--- src/rtl/boa_pmu_ctrl_if.sv ---
// Request/status bundle between the core's pmu_bus and boa_pmu_ctrl.
// master = core side (issues requests), slave = PMU side (drives reset/shutdown/cause).
interface boa_pmu_ctrl_if;
    logic       sw_rst;
    logic       sw_shdn;
    logic       ext_wake;
    logic       cause_clr;
    logic       wdt_kick;
    logic       sys_rst;
    logic       shdn;
    logic [3:0] rst_cause;

    modport master (
        output sw_rst, sw_shdn, ext_wake, cause_clr, wdt_kick,
        input  sys_rst, shdn, rst_cause
    );

    modport slave (
        input  sw_rst, sw_shdn, ext_wake, cause_clr, wdt_kick,
        output sys_rst, shdn, rst_cause
    );
endinterface

--- src/rtl/boa_pmu_ctrl.sv ---
// Button debounce, reset stretching, shutdown/wake FSM and sticky reset-cause record.
// Optional watchdog is compiled in when PMU_WATCHDOG_EN is defined.
module boa_pmu_ctrl #(
    parameter int unsigned            btn_count       = 5,
    parameter int unsigned            debounce_cycles = 100000,
    parameter int unsigned            rst_hold        = 16,
    parameter logic [btn_count-1:0]   rst_btn_mask    = 'b1,
    parameter logic [btn_count-1:0]   wake_btn_mask   = '1,
    parameter int unsigned            wdt_cycles      = 1000000
) (
    input  logic                 clk,
    input  logic                 rst_n,
    input  logic [btn_count-1:0] btn_in,
    output logic [btn_count-1:0] btn_db,
    output logic [btn_count-1:0] btn_rise,
    boa_pmu_ctrl_if.slave        pmu
);

    localparam int unsigned    DbW     = $clog2(debounce_cycles);
    localparam int unsigned    HoldW   = (rst_hold > 1) ? $clog2(rst_hold) : 1;
    localparam logic [DbW-1:0] DbMax   = DbW'(debounce_cycles - 1);
    localparam logic [HoldW-1:0] HoldMax = HoldW'(rst_hold - 1);

    typedef enum logic [1:0] {StHold, StRun, StShdn} state_e;

    state_e               state_q, state_d;
    logic [HoldW-1:0]     hold_cnt_q, hold_cnt_d;
    logic [btn_count-1:0] btn_s1_q, btn_s1_d, btn_s2_q, btn_s2_d;
    logic [btn_count-1:0] btn_db_q, btn_db_d, btn_rise_q, btn_rise_d;
    logic [DbW-1:0]       db_cnt_q [btn_count];
    logic [DbW-1:0]       db_cnt_d [btn_count];
    logic [3:0]           cause_q, cause_d;
    logic                 wdt_expire;
    logic                 rsrc;
    logic                 wake;

    always_comb begin
        btn_s1_d   = btn_in;
        btn_s2_d   = btn_s1_q;
        btn_db_d   = btn_db_q;
        btn_rise_d = '0;
        for (int i = 0; i < btn_count; i++) begin
            db_cnt_d[i] = db_cnt_q[i];
            if (btn_s2_q[i] == btn_db_q[i]) begin
                db_cnt_d[i] = '0;
            end else if (db_cnt_q[i] == DbMax) begin
                btn_db_d[i]   = ~btn_db_q[i];
                btn_rise_d[i] = ~btn_db_q[i];
                db_cnt_d[i]   = '0;
            end else begin
                db_cnt_d[i] = db_cnt_q[i] + 1'b1;
            end
        end
    end

`ifdef PMU_WATCHDOG_EN
    localparam int unsigned      WdtW   = (wdt_cycles > 1) ? $clog2(wdt_cycles) : 1;
    localparam logic [WdtW-1:0]  WdtMax = WdtW'(wdt_cycles - 1);

    logic [WdtW-1:0] wdt_cnt_q, wdt_cnt_d;

    // A kick in the terminal cycle still counts as a refresh.
    always_comb begin
        wdt_expire = 1'b0;
        wdt_cnt_d  = wdt_cnt_q;
        if (state_q != StRun || pmu.wdt_kick) begin
            wdt_cnt_d = '0;
        end else if (wdt_cnt_q == WdtMax) begin
            wdt_expire = 1'b1;
            wdt_cnt_d  = '0;
        end else begin
            wdt_cnt_d = wdt_cnt_q + 1'b1;
        end
    end

    always_ff @(posedge clk) begin
        if (!rst_n) wdt_cnt_q <= '0;
        else        wdt_cnt_q <= wdt_cnt_d;
    end
`else
    localparam int unsigned unused_wdt_cycles = wdt_cycles;
    logic unused_wdt_kick;
    assign unused_wdt_kick = pmu.wdt_kick;
    assign wdt_expire      = 1'b0;
`endif

    assign rsrc = (|(btn_db_q & rst_btn_mask)) | pmu.sw_rst | wdt_expire;
    assign wake = pmu.ext_wake | (|(btn_rise_q & wake_btn_mask));

    always_comb begin
        state_d    = state_q;
        hold_cnt_d = '0;
        unique case (state_q)
            StHold: begin
                if (rsrc) begin
                    hold_cnt_d = '0;
                end else if (hold_cnt_q == HoldMax) begin
                    state_d = StRun;
                end else begin
                    hold_cnt_d = hold_cnt_q + 1'b1;
                end
            end
            StRun: begin
                if (rsrc)             state_d = StHold;
                else if (pmu.sw_shdn) state_d = StShdn;
            end
            StShdn: begin
                // Wake always passes through a full reset hold.
                if (rsrc || wake) state_d = StHold;
            end
            default: state_d = StHold;
        endcase
    end

    always_comb begin
        cause_d = (pmu.cause_clr ? 4'b0000 : cause_q)
                | {wdt_expire, pmu.sw_rst, |(btn_db_q & rst_btn_mask), 1'b0};
    end

    always_ff @(posedge clk) begin
        if (!rst_n) begin
            state_q    <= StHold;
            hold_cnt_q <= '0;
            btn_s1_q   <= '0;
            btn_s2_q   <= '0;
            btn_db_q   <= '0;
            btn_rise_q <= '0;
            cause_q    <= 4'b0001;
            for (int i = 0; i < btn_count; i++) db_cnt_q[i] <= '0;
        end else begin
            state_q    <= state_d;
            hold_cnt_q <= hold_cnt_d;
            btn_s1_q   <= btn_s1_d;
            btn_s2_q   <= btn_s2_d;
            btn_db_q   <= btn_db_d;
            btn_rise_q <= btn_rise_d;
            cause_q    <= cause_d;
            for (int i = 0; i < btn_count; i++) db_cnt_q[i] <= db_cnt_d[i];
        end
    end

    assign pmu.sys_rst   = (state_q == StHold);
    assign pmu.shdn      = (state_q == StShdn);
    assign pmu.rst_cause = cause_q;
    assign btn_db        = btn_db_q;
    assign btn_rise      = btn_rise_q;

endmodule

--- src/flat_wrapper.sv ---
// flat-port wrapper written by rule: the top's interface ports become plain ports
module boa_pmu_ctrl_flat 
#(
    parameter int unsigned            btn_count       = 5,
    parameter int unsigned            debounce_cycles = 100000,
    parameter int unsigned            rst_hold        = 16,
    parameter logic [btn_count-1:0]   rst_btn_mask    = 'b1,
    parameter logic [btn_count-1:0]   wake_btn_mask   = '1,
    parameter int unsigned            wdt_cycles      = 1000000
)
  (clk, rst_n, btn_in, btn_db, btn_rise, pmu_sw_rst, pmu_sw_shdn, pmu_ext_wake, pmu_cause_clr, pmu_wdt_kick, pmu_sys_rst, pmu_shdn, pmu_rst_cause);
  boa_pmu_ctrl_if pmu_i ();
  input  logic clk;
  input  logic rst_n;
  input  logic [btn_count-1:0] btn_in;
  output logic [btn_count-1:0] btn_db;
  output logic [btn_count-1:0] btn_rise;
  input wire logic [$bits(pmu_i.sw_rst)-1:0] pmu_sw_rst;
  input wire logic [$bits(pmu_i.sw_shdn)-1:0] pmu_sw_shdn;
  input wire logic [$bits(pmu_i.ext_wake)-1:0] pmu_ext_wake;
  input wire logic [$bits(pmu_i.cause_clr)-1:0] pmu_cause_clr;
  input wire logic [$bits(pmu_i.wdt_kick)-1:0] pmu_wdt_kick;
  output wire logic [$bits(pmu_i.sys_rst)-1:0] pmu_sys_rst;
  output wire logic [$bits(pmu_i.shdn)-1:0] pmu_shdn;
  output wire logic [$bits(pmu_i.rst_cause)-1:0] pmu_rst_cause;
  assign pmu_i.sw_rst = pmu_sw_rst;
  assign pmu_i.sw_shdn = pmu_sw_shdn;
  assign pmu_i.ext_wake = pmu_ext_wake;
  assign pmu_i.cause_clr = pmu_cause_clr;
  assign pmu_i.wdt_kick = pmu_wdt_kick;
  assign pmu_sys_rst = pmu_i.sys_rst;
  assign pmu_shdn = pmu_i.shdn;
  assign pmu_rst_cause = pmu_i.rst_cause;
  boa_pmu_ctrl #(.btn_count(btn_count), .debounce_cycles(debounce_cycles), .rst_hold(rst_hold), .rst_btn_mask(rst_btn_mask), .wake_btn_mask(wake_btn_mask), .wdt_cycles(wdt_cycles)) u_core (.clk(clk), .rst_n(rst_n), .btn_in(btn_in), .btn_db(btn_db), .btn_rise(btn_rise), .pmu(pmu_i));
endmodule
--- config.mk ---
export PLATFORM = sky130hd
export DESIGN_NAME = boa_pmu_ctrl_flat
export DESIGN_NICKNAME = d
export VERILOG_FILES = /design/src/rtl/boa_pmu_ctrl_if.sv /design/src/rtl/boa_pmu_ctrl.sv /design/src/flat_wrapper.sv
export SDC_FILE = /design/constraint.sdc
export NUM_CORES = 1
export LEC_CHECK = 0
export ABC_CLOCK_PERIOD_IN_PS = 1710
export CAP_MARGIN = 10
export CORE_ASPECT_RATIO = 0.6
export CORE_MARGIN = 2
export CORE_UTILIZATION = 42
export DETAILED_ROUTE_END_ITERATION = 6
export SYNTH_ARGS = -nofsm -noshare
export SYNTH_HDL_FRONTEND = slang
export SYNTH_SLANG_ARGS = --single-unit
--- constraint.sdc ---
create_clock -name clk -period 1.71 [get_ports clk]
set_input_delay 0.2565 -clock clk [delete_from_list [all_inputs] [get_ports clk]]
set_output_delay 0.2565 -clock clk [all_outputs]
set_load 0.02 [all_outputs]
Word level (Yosys, flattened, before mapping)
Memory sizes are Yosys's and may differ from the RTL's.
Index checks and enable logic that the tools add are counted.
Word-level totals
  latch bits: 0
  bits in read-only memories: 0
  output and inout bits: 16
  bits in registers: 30
  memories: 1
  memory bits (writable): 85
  input port bits: 12
Operators by class
  muxes and demuxes: 24
  order comparisons: 0
  $add $sub $neg: 6
  bitwise gates (word level): 25
  div/mod/pow operators: 0
  $mul: 0
  equality and inequality tests: 17
  shifts and indexed selects: 0
  reduce and logical (&&, ||, !) cells: 15
Memory list
  u_core.db_cnt_q: depth 5, width 17, rd ports 5, clocked after memory_dff 0, write ports 5, line boa_pmu_ctrl.sv:30  | logic [DbW-1:0] db_cnt_q [btn_count];
Operator list (number)
  two-way mux 17 bit: 15
  adder 17 x 1 -> 17 bit, second input constant: 5
  equality test 17 bit, second input constant: 5
  inverter 1 bit: 17
  OR reduction 3 bit: 5
  two-way mux 2 bit: 5
  AND reduction 2 bit: 5
  OR 1 bit: 7
  one-hot mux 2 bit (3 select lines): 1
  equality test 1 bit: 5
  OR reduction 5 bit: 1
  adder 4 x 1 -> 4 bit, second input constant: 1
  equality test 4 bit, second input constant: 1
  two-way mux 4 bit: 1
  != test 2 x 1 -> 1 bit, second input constant: 2
  OR 4 x 3 -> 4 bit: 1
  AND reduction 4 bit: 1
  OR reduction 4 bit: 1
  != test 3 x 2 -> 1 bit, second input constant: 1
  equality test 2 x 1 -> 1 bit, second input constant: 1
  equality test 2 bit, second input constant: 1
  logical NOT 2 bit: 1
  two-way mux 1 bit: 2
  != test 2 bit, second input constant: 1
  logical OR 1 bit: 1

Longest topological paths before layout
Gate-level depths: netlist of run 1.
  depth after elaboration: 5
  depth in mapped cells: 7
  gate-level depth less buffers: 5

Least setup slack after synthesis of run 1
No wires, ideal clock.
  kind: register to register
  from: mem u_core.db_cnt_q[0][17] (netlist name)
  to: mem u_core.db_cnt_q[0][19] (netlist name)
  arrival time: 1.556 ns
  cell stages (with the launch flop): 8
  period minus slack after synthesis: 1.673 ns
  buffers on the path: 2
  setup time: 0.117 ns
  setup slack: 0.037 ns
  cells stage by stage: dfxtp_1 > ha_1 > and4_1 > clkbuf_1 > nand4_1 > nand3_1 > buf_2 > nor2_1
RTL lines (line)
  from (decl): boa_pmu_ctrl.sv:30

Worst setup path in the final report of run 1
  from: reg u_core.state_q[0]
  to: out pmu_sys_rst
Between the ends
  longest elaborated chain between the ends: 1
RTL lines
  from (decl): line boa_pmu_ctrl.sv:26  | state_e state_q, state_d;
  from (signal assigned): line boa_pmu_ctrl.sv:122  | state_q <= StHold;
  from (signal assigned): line boa_pmu_ctrl.sv:131  | state_q <= state_d;
  logical NOT 2 bit: line boa_pmu_ctrl.sv:142  | assign pmu.sys_rst = (state_q == StHold);
  to (decl): line flat_wrapper.sv:23  | output wire logic [$bits(pmu_i.sys_rst)-1:0] pmu_sys_rst;
No other way between the ends.

==> reports/summary.txt, run 1 <==
peak supply drop - 0.605 mV
share of cells above drive strength 1 - 0.156
HPWL Detailed - 7.73 mm
Syn Inst Count - 544
gpl congestion - 0.886
Die Y - 87.9 um
worst-path maximum fanout - 4
r2r setup slk - 0.06 ns
placed cell areas - 5680 sq um
drt drc - 0
min-delay worst type - in2reg
final setup violation count - 0
number of vias per cell - 5.08
initial antenna violation count - 0
Mapped Avg Cell Area - 9.05 sq um
Fmax achieved - 598 MHz
RR Startpoint - u_core.db_cnt_q[0][1]
Seq/Total Area, Yosys - 0.464
row cnt - 30
Crit-path slowest cell - dlygate4sd2_1
Tmin final - 1.67 ns
post-route cell area - 6360 sq um
path depth of the worst reg2reg path - 4
Worst EP required - 1.45 ns
Power per Cell Area - 1050 nW/um^2
register bit total from synthesis - 114
hold path cells - 2
type of origin of the critical path - flop
Global Route Usage Sum - 0.184
hold buffer count at cts - 0
clk_lat worst skew - 0.41 ns
first-pass detailed-route iteration total - 4
post-synth top area cell - dfxtp_1
clock buffer depth - 2
Initial Util - 0.433
clk root buf - clkbuf_16
Core Footprint - 11,400 sq um
max incr delay on CP - 0.39 ns
ys async rst share - 0
diode count - 0
unrepaired setup endpoints after global routing - true
largest net degree at the start of global routing - 19
Die Area - 12,600 sq um
post-synth top area share - 0.464
WHS Endpoint - u_core.btn_s1_q[4]
yosys warns - 0
Final ANT Viol Nets - 0
Via Count - 4,047
Iteration-0 DRC Markers - 182
total gr overflow - 0
outcome - finished, final reports clean
Fin. Hold Viols - 0
filler cell count - 1,019
CTS Buf Count - 17
hold path start - btn_in[4]
clock slew at reported path FFs - 0.06 ns
synth top area cells - dfxtp_1, xnor2_1, nor2_1, xor2_1, nand3_1
Final Max Tran Viols - 0
Worst Path Arrival - 1.42 ns
TritonCTS clock tree - done
R2R Path End - u_core.btn_rise[0]
Layout Area Growth over Synthesis - 29.2%
fin crit share - 0.979
setup slack after layout - 0.0367 ns
Post-Route Skew - 0.0101 ns
first-pass GRT wire length - 18.2 mm
most common cell after layout, fill and taps aside - dfxtp_1
Post-synth top flop - dfxtp_1
Ports - 28
routed len/inst - 13.4 um
static leakage - 2.25 nW
most frequent cells in the layout - dfxtp_1, nor2_1, buf_4, nand3_1, xnor2_1
vias in the first global route - 3,836
CP Capture Type - primary output
Nets - 641
library cells used by synthesis - 43
critical path class - reg2out
H-tree depth - 4
maxcap violations - 0
CTS sink cnt - 114
number of synthesized flops with an enable pin - 0
Synth Cell Area - 4920 sq um
Port Buffer Count - 25
critical path, cell by cell - nor2_1 > dlygate4sd2_1
final WL - 10.7 mm
worst slack at placement - -0.0416 ns
Die W - 144 um
syn_nets - 562
[worst max-delay path by stage]
| stage | from | to | slack (ns) |
|---|---|---|---|
| finish | u_core.state_q[0] | pmu_sys_rst | 0.04 |
| global placement | rst_n | u_core.db_cnt_q[0][49] | 0.004 |
| global route | u_core.state_q[0] | pmu_sys_rst | -0.02 |
| floorplan | u_core.db_cnt_q[0][17] | u_core.db_cnt_q[0][19] | 0.04 |
| detailed placement | rst_n | u_core.hold_cnt_q[3] | -0.04 |
| CTS | u_core.btn_db[4] | btn_db[4] | 0.003 |
[metal layers]
| layer | wire [um] | global-route usage |
|---|---|---|
| met2 | 4470 | 0.268 |
| met1 | 5670 | 0.262 |
| met4 | 86 | 0.0722 |
| met3 | 471 | 0.0465 |
| met5 | 0 | 0 |
[state kept, by name (all words and copies together), names as in the netlist]
name,count
u_core.hold_cnt_q,4
u_core.pmu.rst_cause,3
u_core.btn_db,5
u_core.btn_s1_q,5
u_core.btn_rise,5
u_core.btn_s2_q,5
u_core.state_q,2
u_core.db_cnt_q,85
[critical path, delay by kind of cell (launching register included)]
| kind | cells | cell delay (ns) |
|---|---|---|
| and+or+nand+nor | 1 | 0.29 |
| buffers and inverters | 1 | 0.39 |
| DFF | 1 | 0.34 |
[cell families after synthesis]
logic type / count (synthesis) / share of synthesized area
multiplexers: 6 / 0.0125
XOR/XNOR: 72 / 0.128
flip-flops: 114 / 0.464
AND/OR/NAND/NOR: 293 / 0.327
other: 1 / 0.000762
AO/OA/AOI/OAI: 25 / 0.0285
buffers and inverters: 27 / 0.0246
adder cells (fa/ha/maj): 6 / 0.0152
[area by class of cell]
type	instances	area (sq um)	area share
inverter	12	45.0	0.00708
sequential	114	2280	0.359
clock buffer	21	460	0.0724
tap	160	200	0.0315
multi-input combinational	403	2550	0.402
clock inverter	11	183	0.0287
timing repair buffer	75	637	0.100
[cells in the mapped netlist, types with 2 or more instances]
cell        n
a21oi_1    11
and2_1     13
and3_1     11
and4_1     10
and4b_1     2
buf_2       4
buf_4       2
clkbuf_1    8
dfxtp_1   114
ha_1        6
inv_1      12
mux2i_1     5
nand2_1    26
nand3_1    42
nand4_1    28
nand4b_1    2
nor2_1     83
nor2b_1     9
nor3_1     16
nor4_1     16
nor4b_1     5
nor4bb_1    6
o21a_1      2
o21ai_0     9
or2_2       2
or3_1      10
or3b_2      2
or4_1       3
xnor2_1    38
xor2_1     34
[per-stage QoR]
step / utilization / power [mW] / setup TNS [ns] / hold WS (ns) / instances
after floorplan: - / 2.80 / 0 / 0.357 / 544
after global placement: 0.499 / 2.86 / 0 / 0.417 / 763
after detailed placement: 0.499 / 2.86 / -0.127 / 0.421 / 763
after CTS: 0.556 / 6.73 / 0 / 0.412 / 795
after global routing: 0.559 / 6.89 / -0.0388 / 0.435 / 796
final: 0.559 / 6.66 / 0 / 0.427 / 796
[timing repair]
action	in CTS	in global routing
resized for setup	6	11
cloned	0	0
setup endpoints to repair	6	42
setup buffers	0	1
pin swaps	0	1
[report_power, final]
part / internal [mW] / total, mW / leakage, nW / switching (mW)
Sequential: 2.68 / 2.69 / 0.921 / 0.0112
Clock: 2.65 / 3.85 / 0.317 / 1.20
Combinational: 0.0612 / 0.116 / 1.02 / 0.0544
Power figures use the tool's default switching activity.
==> run 2, diff against run 1 <==
Settings changed: CORE_MARGIN 2 to unset.
==> run 2 against run 1 <==
Net effect:
- non-clock buffer count is 2 lower
- via count fell by 0.72%
- register-to-register slack is essentially flat
- maximum frequency is 1.5% higher
- sequential share of layout area up 0.48 points
- largest cell class unchanged
==> reports/summary.txt, run 2 (synthesis gave the netlist of run 1 again) <==
WHS Endpoint - u_core.btn_s2_q[3]
Global Route Usage Sum - 0.187 (+0.00313)
TNS Setup - 0 ns (unchanged)
R2R Path End - u_core.db_cnt_q[0][66]
CTS Buf Count - 17 (unchanged)
clk_lat worst skew - 0.40 ns (about the same)
row cnt - 30 (unchanged)
number of vias per cell - 5.07 (-0.34%)
Power per Cell Area - 992 nW/um^2 (-5.2%)
r2r setup slk - 0.07 ns (about the same)
TritonCTS clock tree - done
gpl congestion - 0.831 (-6.3%)
RR Startpoint - u_core.db_cnt_q[0][61]
max incr delay on CP - 0.62 ns (+0.23 ns)
Core Footprint - 11,400 sq um (unchanged)
final setup violation count - 0 (unchanged)
Nets - 639 (-0.31%)
most frequent cells in the layout - dfxtp_1, nor2_1, buf_4, nand3_1, xnor2_1
vias in the first global route - 3,663 (-4.5%)
Worst Path Arrival - 1.39 ns (-0.03 ns)
placed cell areas - 5680 sq um (about the same)
share of cells above drive strength 1 - 0.141 (-0.0151)
Tmin final - 1.65 ns (-0.0254 ns)
Fmax achieved - 607 MHz (+1.5%)
HPWL Detailed - 7.56 mm (-2.3%)
first-pass GRT wire length - 17.7 mm (-2.6%)
critical path, cell by cell - clkdlybuf4s50_1
final core occ - 0.552 (-0.00737)
Fin. Hold Viols - 0 (unchanged)
Port Buffer Count - 25 (unchanged)
clock buffer depth - 2 (unchanged)
total power draw - 6.23 mW (-6.4%)
Final ANT Viol Nets - 0 (unchanged)
hold path start - u_core.btn_s1_q[3]
largest net degree at the start of global routing - 18 (-1)
diode count - 0 (unchanged)
Worst path top cell family by delay - buffers and inverters
peak supply drop - 0.626 mV (+3.3%)
Layout Area Growth over Synthesis - 27.5%
drt drc - 0 (unchanged)
Post-Route Skew - 0.00798 ns (-0.00210 ns)
Crit-path slowest cell - clkdlybuf4s50_1
most flop-heavy register - u_core.db_cnt_q
cell count after placement - 761 (-0.26%)
total gr overflow - 0 (unchanged)
type of origin of the critical path - flop
filler cell count - 1,004 (-1.5%)
Iteration-0 DRC Markers - 206 (+13%)
outcome - finished, final reports clean
max reg flops - 85 (unchanged)
unrepaired setup endpoints after global routing - false
clk root buf - clkbuf_16
CTS sink cnt - 114 (unchanged)
initial antenna violation count - 0 (unchanged)
clock slew at reported path FFs - 0.05 ns (about the same)
FF/Latch Area - 2280 sq um (unchanged)
Ports - 28 (unchanged)
Final Non-Filler Cells - 793 (-0.38%)
Die W - 142 um (-1.4%)
Initial Util - 0.433 (unchanged)
Die Y - 85.9 um (-2.3%)
hold buffer count at cts - 0 (unchanged)
Via Count - 4,018 (-0.72%)
static leakage - 2.26 nW (+0.27%)
path depth of the worst reg2reg path - 4 (unchanged)
Final Max Tran Viols - 0 (unchanged)
Worst EP required - 1.45 ns (about the same)
CP Capture Type - primary output
maxcap violations - 0 (unchanged)
Die Area - 12,200 sq um (-3.6%)
routed len/inst - 13.1 um (-2.5%)
worst-path maximum fanout - 3 (-1)
min-delay worst type - reg2reg
hold path cells - 1 (-1)
H-tree depth - 4 (unchanged)
first-pass detailed-route iteration total - 5 (+1)
post-route cell area - 6280 sq um (-1.3%)
worst path buffer plus inverter count - 1 (unchanged)
fin crit share - 0.964 (-0.0149)
final WL - 10.4 mm (-2.8%)
critical path class - reg2out
most common cell after layout, fill and taps aside - dfxtp_1
area of the multi-input gates - 2530 sq um (-0.93%)
-- run 2: where the power goes --
group          internal [mW]  total (mW)  switching, mW  leakage, nW
Combinational         0.0598       0.114         0.0543         1.06
Clock                   2.28        3.42           1.14        0.284
Sequential              2.68        2.69         0.0108        0.921
-- run 2: repair_timing --
action / in CTS / in global routing
gates resized for setup: 2 / 9
endpoints found under the setup margin: 2 / 22
cloned: 0 / 0
pin swaps: 0 / 1
hold endpoints to repair: 0 / 0
buffers inserted: 0 / 1
-- run 2: stage by stage --
step,setup slack (ns),hold slack [ns]
after floorplan,0.0369,0.357
after global placement,0.0342,0.415
after detailed placement,0.0101,0.420
after CTS,0.000822,0.422
after global routing,0.00205,0.433
final,0.0621,0.431
-- run 2: per-layer routing --
layer  vias up  wire, um  GRT usage
li1       2067         -          -
met1      1863      5620      0.270
met2        80      4250      0.263
met3         8       469     0.0525
met4         0        67     0.0704
met5         -         0          0
-- run 2: worst max-delay path by stage --
stage,from,endpoint,cells after the start
6_report,u_core.btn_db[0],btn_db[0],1
4_1_cts,u_core.btn_db[3],btn_db[3],1
3_3_place_gp,rst_n,u_core.hold_cnt_q[2],5
5_1_grt,u_core.btn_db[0],btn_db[0],1
3_5_place_dp,rst_n,u_core.hold_cnt_q[2],5
2_1_floorplan,u_core.db_cnt_q[0][17],u_core.db_cnt_q[0][19],7
-- run 2: layout make-up --
class                   instances  share of cell area
well taps                     160              0.0319
clock inverters                 5              0.0120
repair buffers                 73               0.103
inverters                      12             0.00717
clock buffers                  26              0.0795
flip-flops and latches        114               0.363
multi-input cells             403               0.403
==> run 3, diff against run 2 <==
Settings changed: ABC_AREA set to 1, PLACE_DENSITY set to 0.71.
==> run 3 against run 2 <==
Net effect:
- non-clock buffer count down 43
- setup slack worse by 0.0068 ns
- final cell count grew 22%
- utilization decreased by 2.8 points
- sequential share of layout area fell by 1.0 points
- clock power rose by 7.0%
- largest power group unchanged
- combinational power barely moved
==> reports/summary.txt, run 3 <==
largest net degree at the start of global routing - 18 (unchanged)
Seq/Total Area, Yosys - 0.420 (-0.0435)
TNS Setup - 0 ns (unchanged)
Fmax achieved - 604 MHz (-0.41%)
yosys warns - 0 (unchanged)
outcome - finished, final reports clean
Final ANT Viol Nets - 0 (unchanged)
Die Area - 13,400 sq um (+10%)
critical path depth - 1 (unchanged)
Ports - 28 (unchanged)
Global Route Usage Sum - 0.183 (-0.00442)
min-delay worst type - in2reg
Synth Cell Area - 5430 sq um (+10%)
row cnt - 31 (+3.3%)
FF/Latch Area - 2280 sq um (unchanged)
worst-path maximum fanout - 3 (unchanged)
TritonCTS clock tree - done
clock power share - 0.566 (+0.016)
clk root buf - clkbuf_16
GR Util met1 - 0.269 (-0.00105)
routed len/inst - 11.4 um (-13%)
max reg flops - 85 (unchanged)
post-synth top area share - 0.420 (-0.0435)
Via Count - 4,544 (+13%)
Syn Inst Count - 749 (+38%)
static leakage - 2.26 nW (about the same)
Worst Path Arrival - 1.40 ns (about the same)
Worst EP required - 1.45 ns (about the same)
first-pass detailed-route iteration total - 5 (unchanged)
Initial Util - 0.441 (+0.00766)
final core occ - 0.524 (-0.0281)
unrepaired setup endpoints after global routing - false
met2 GRT Util - 0.250 (-0.0133)
area of the multi-input gates - 2730 sq um (+7.8%)
Crit-path slowest cell - clkdlybuf4s50_1
peak supply drop - 0.649 mV (+3.8%)
HPWL Detailed - 7.89 mm (+4.4%)
CTS Buf Count - 17 (unchanged)
register bit total from synthesis - 114 (unchanged)
Final Max Tran Viols - 0 (unchanged)
Power per Cell Area - 1000 nW/um^2 (+0.78%)
Post-Route Skew - 0.00992 ns (+0.00194 ns)
Mapped Avg Cell Area - 7.25 sq um (-20%)
GR peak layer - met1
critical path class - reg2out
Core Footprint - 12,300 sq um (+8.4%)
count leader, synth - nor2_1
Die W - 149 um (+5.0%)
final setup violation count - 0 (unchanged)
GR Util met3 - 0.0457 (-0.00680)
Post-synth top flop - dfxtp_1
Worst path top cell family by delay - buffers and inverters
Layout Area Growth over Synthesis - 18.9%
initial antenna violation count - 0 (unchanged)
# Post-CTS Setup Buffers - 0 (unchanged)
vias in the first global route - 4,260 (+16%)
post-synth top area cell - dfxtp_1
first-pass GRT wire length - 19.5 mm (+10%)
type of origin of the critical path - flop
hold buffer count at cts - 0 (unchanged)
Nets - 806 (+26%)
Iteration-0 DRC Markers - 299 (+45%)
clock buffer depth - 2 (unchanged)
clock slew at reported path FFs - 0.05 ns (about the same)
CTS sink cnt - 114 (unchanged)
final WL - 11.0 mm (+6.1%)
share of cells above drive strength 1 - 0.112 (-0.0282)
diode count - 0 (unchanged)
Fin. Hold Viols - 0 (unchanged)
maxcap violations - 0 (unchanged)
Port Buffer Count - 25 (unchanged)
H-tree depth - 4 (unchanged)
number of vias per cell - 4.70 (-7.2%)
Die Y - 90.1 um (+4.9%)
fin crit share - 0.968 (+0.00395)
worst path buffer plus inverter count - 1 (unchanged)
filler cell count - 1,154 (+15%)
Reg power frac - 0.416 (-0.016)
clk_lat worst skew - 0.41 ns (about the same)
path depth of the worst reg2reg path - 8 (+4)
power share of the combinational group - 0.017 (about the same)
switching share of power - 0.206 (+0.0123)
critical path, cell by cell - clkdlybuf4s50_1
total gr overflow - 0 (unchanged)
gpl congestion - 0.888 (+6.9%)
drt drc - 0 (unchanged)
Int Pwr - 5.13 mW (+2.1%)
syn_nets - 767 (+36%)
ys async rst share - 0 (unchanged)
number of synthesized flops with an enable pin - 0 (unchanged)
hold path cells - 3 (+2)
library cells used by synthesis - 33 (-23%)
P_sw - 1.33 mW (+10%)
most flop-heavy register - u_core.db_cnt_q
most instantiated cells after synthesis - nor2_1, nand2_1, dfxtp_1, inv_1, nand3_1
most frequent cells in the layout - nor2_1, nand2_1, dfxtp_1, inv_1, nand3_1
synth top area cells - dfxtp_1, nor2_1, nand2_1, inv_1, nand3_1
most common cell after layout, fill and taps aside - nor2_1
Tmin final - 1.65 ns (+0.00675 ns)
max incr delay on CP - 0.63 ns (about the same)
CP Capture Type - primary output
[run 3: kinds of logic after synthesis]
kind of cell	count (synthesis)	synth area share
fa+ha+maj	6	0.0138
xor+xnor	45	0.0725
compound gates	40	0.0451
buf+inv	100	0.0790
simple gates	443	0.369
other cells	1	0.000690
flops	114	0.420
[run 3: metrics by stage]
stage	total power, mW	cells	cell area [sq um]	worst slack [ns]	hold WS, ns
2_1_floorplan	2.82	749	5430	0.366	0.354
3_3_place_gp	2.86	934	5840	0.141	0.392
3_5_place_dp	2.86	934	5840	0.139	0.398
4_1_cts	6.53	966	6450	0.00843	0.379
5_1_grt	6.67	966	6460	0.0140	0.384
6_report	6.46	966	6460	0.0554	0.378
[run 3: worst reg2reg max path: cells and delay by family (launching register included)]
family,cells,cell delay [ns]
flops,1,0.37
buf+inv,2,0.23
compound gates,1,0.19
simple gates,4,0.50
fa+ha+maj,1,0.20
[run 3: layout make-up]
| type | instances | share of cell area |
|---|---|---|
| Clock inverter | 12 | 0.0242 |
| Multi-Input combinational cell | 535 | 0.422 |
| Sequential cell | 114 | 0.353 |
| Tap cell | 165 | 0.0319 |
| Inverter | 90 | 0.0523 |
| Timing Repair Buffer | 30 | 0.0441 |
| Clock buffer | 20 | 0.0722 |
[run 3: what timing repair did]
| action | in CTS | in global routing |
|---|---|---|
| cloned | 0 | 0 |
| setup endpoints to repair | 6 | 3 |
| resized for setup | 6 | 3 |
| endpoints found under the hold margin | 0 | 0 |
[run 3: power by group through the flow]
stage	Sequential [mW]	Clock (mW)	Combinational [mW]
floorplan	2.75	0	0.0681
global placement	2.75	0	0.113
detailed placement	2.75	0	0.113
CTS	2.69	3.72	0.114
global route	2.69	3.86	0.127
finish	2.69	3.66	0.112
[run 3: worst paths after layout]
| path | slack (ns) | endpoint | start |
|---|---|---|---|
| hold / removal | 0.38 | u_core.btn_s1_q[3] | btn_in[3] |
| setup reg to reg | 0.12 | u_core.db_cnt_q[0][16] | u_core.db_cnt_q[0][0] |
| setup / recovery | 0.06 | btn_db[1] | u_core.btn_db[1] |
| hold reg to reg | 0.41 | u_core.btn_s2_q[0] | u_core.btn_s1_q[0] |
[run 3: per-layer routing]
| metal | wire length [um] | part of all wire |
|---|---|---|
| met5 | 0 | 0 |
| met4 | 135 | 0.012 |
| met3 | 618 | 0.056 |
| met2 | 4230 | 0.38 |
| met1 | 6040 | 0.55 |
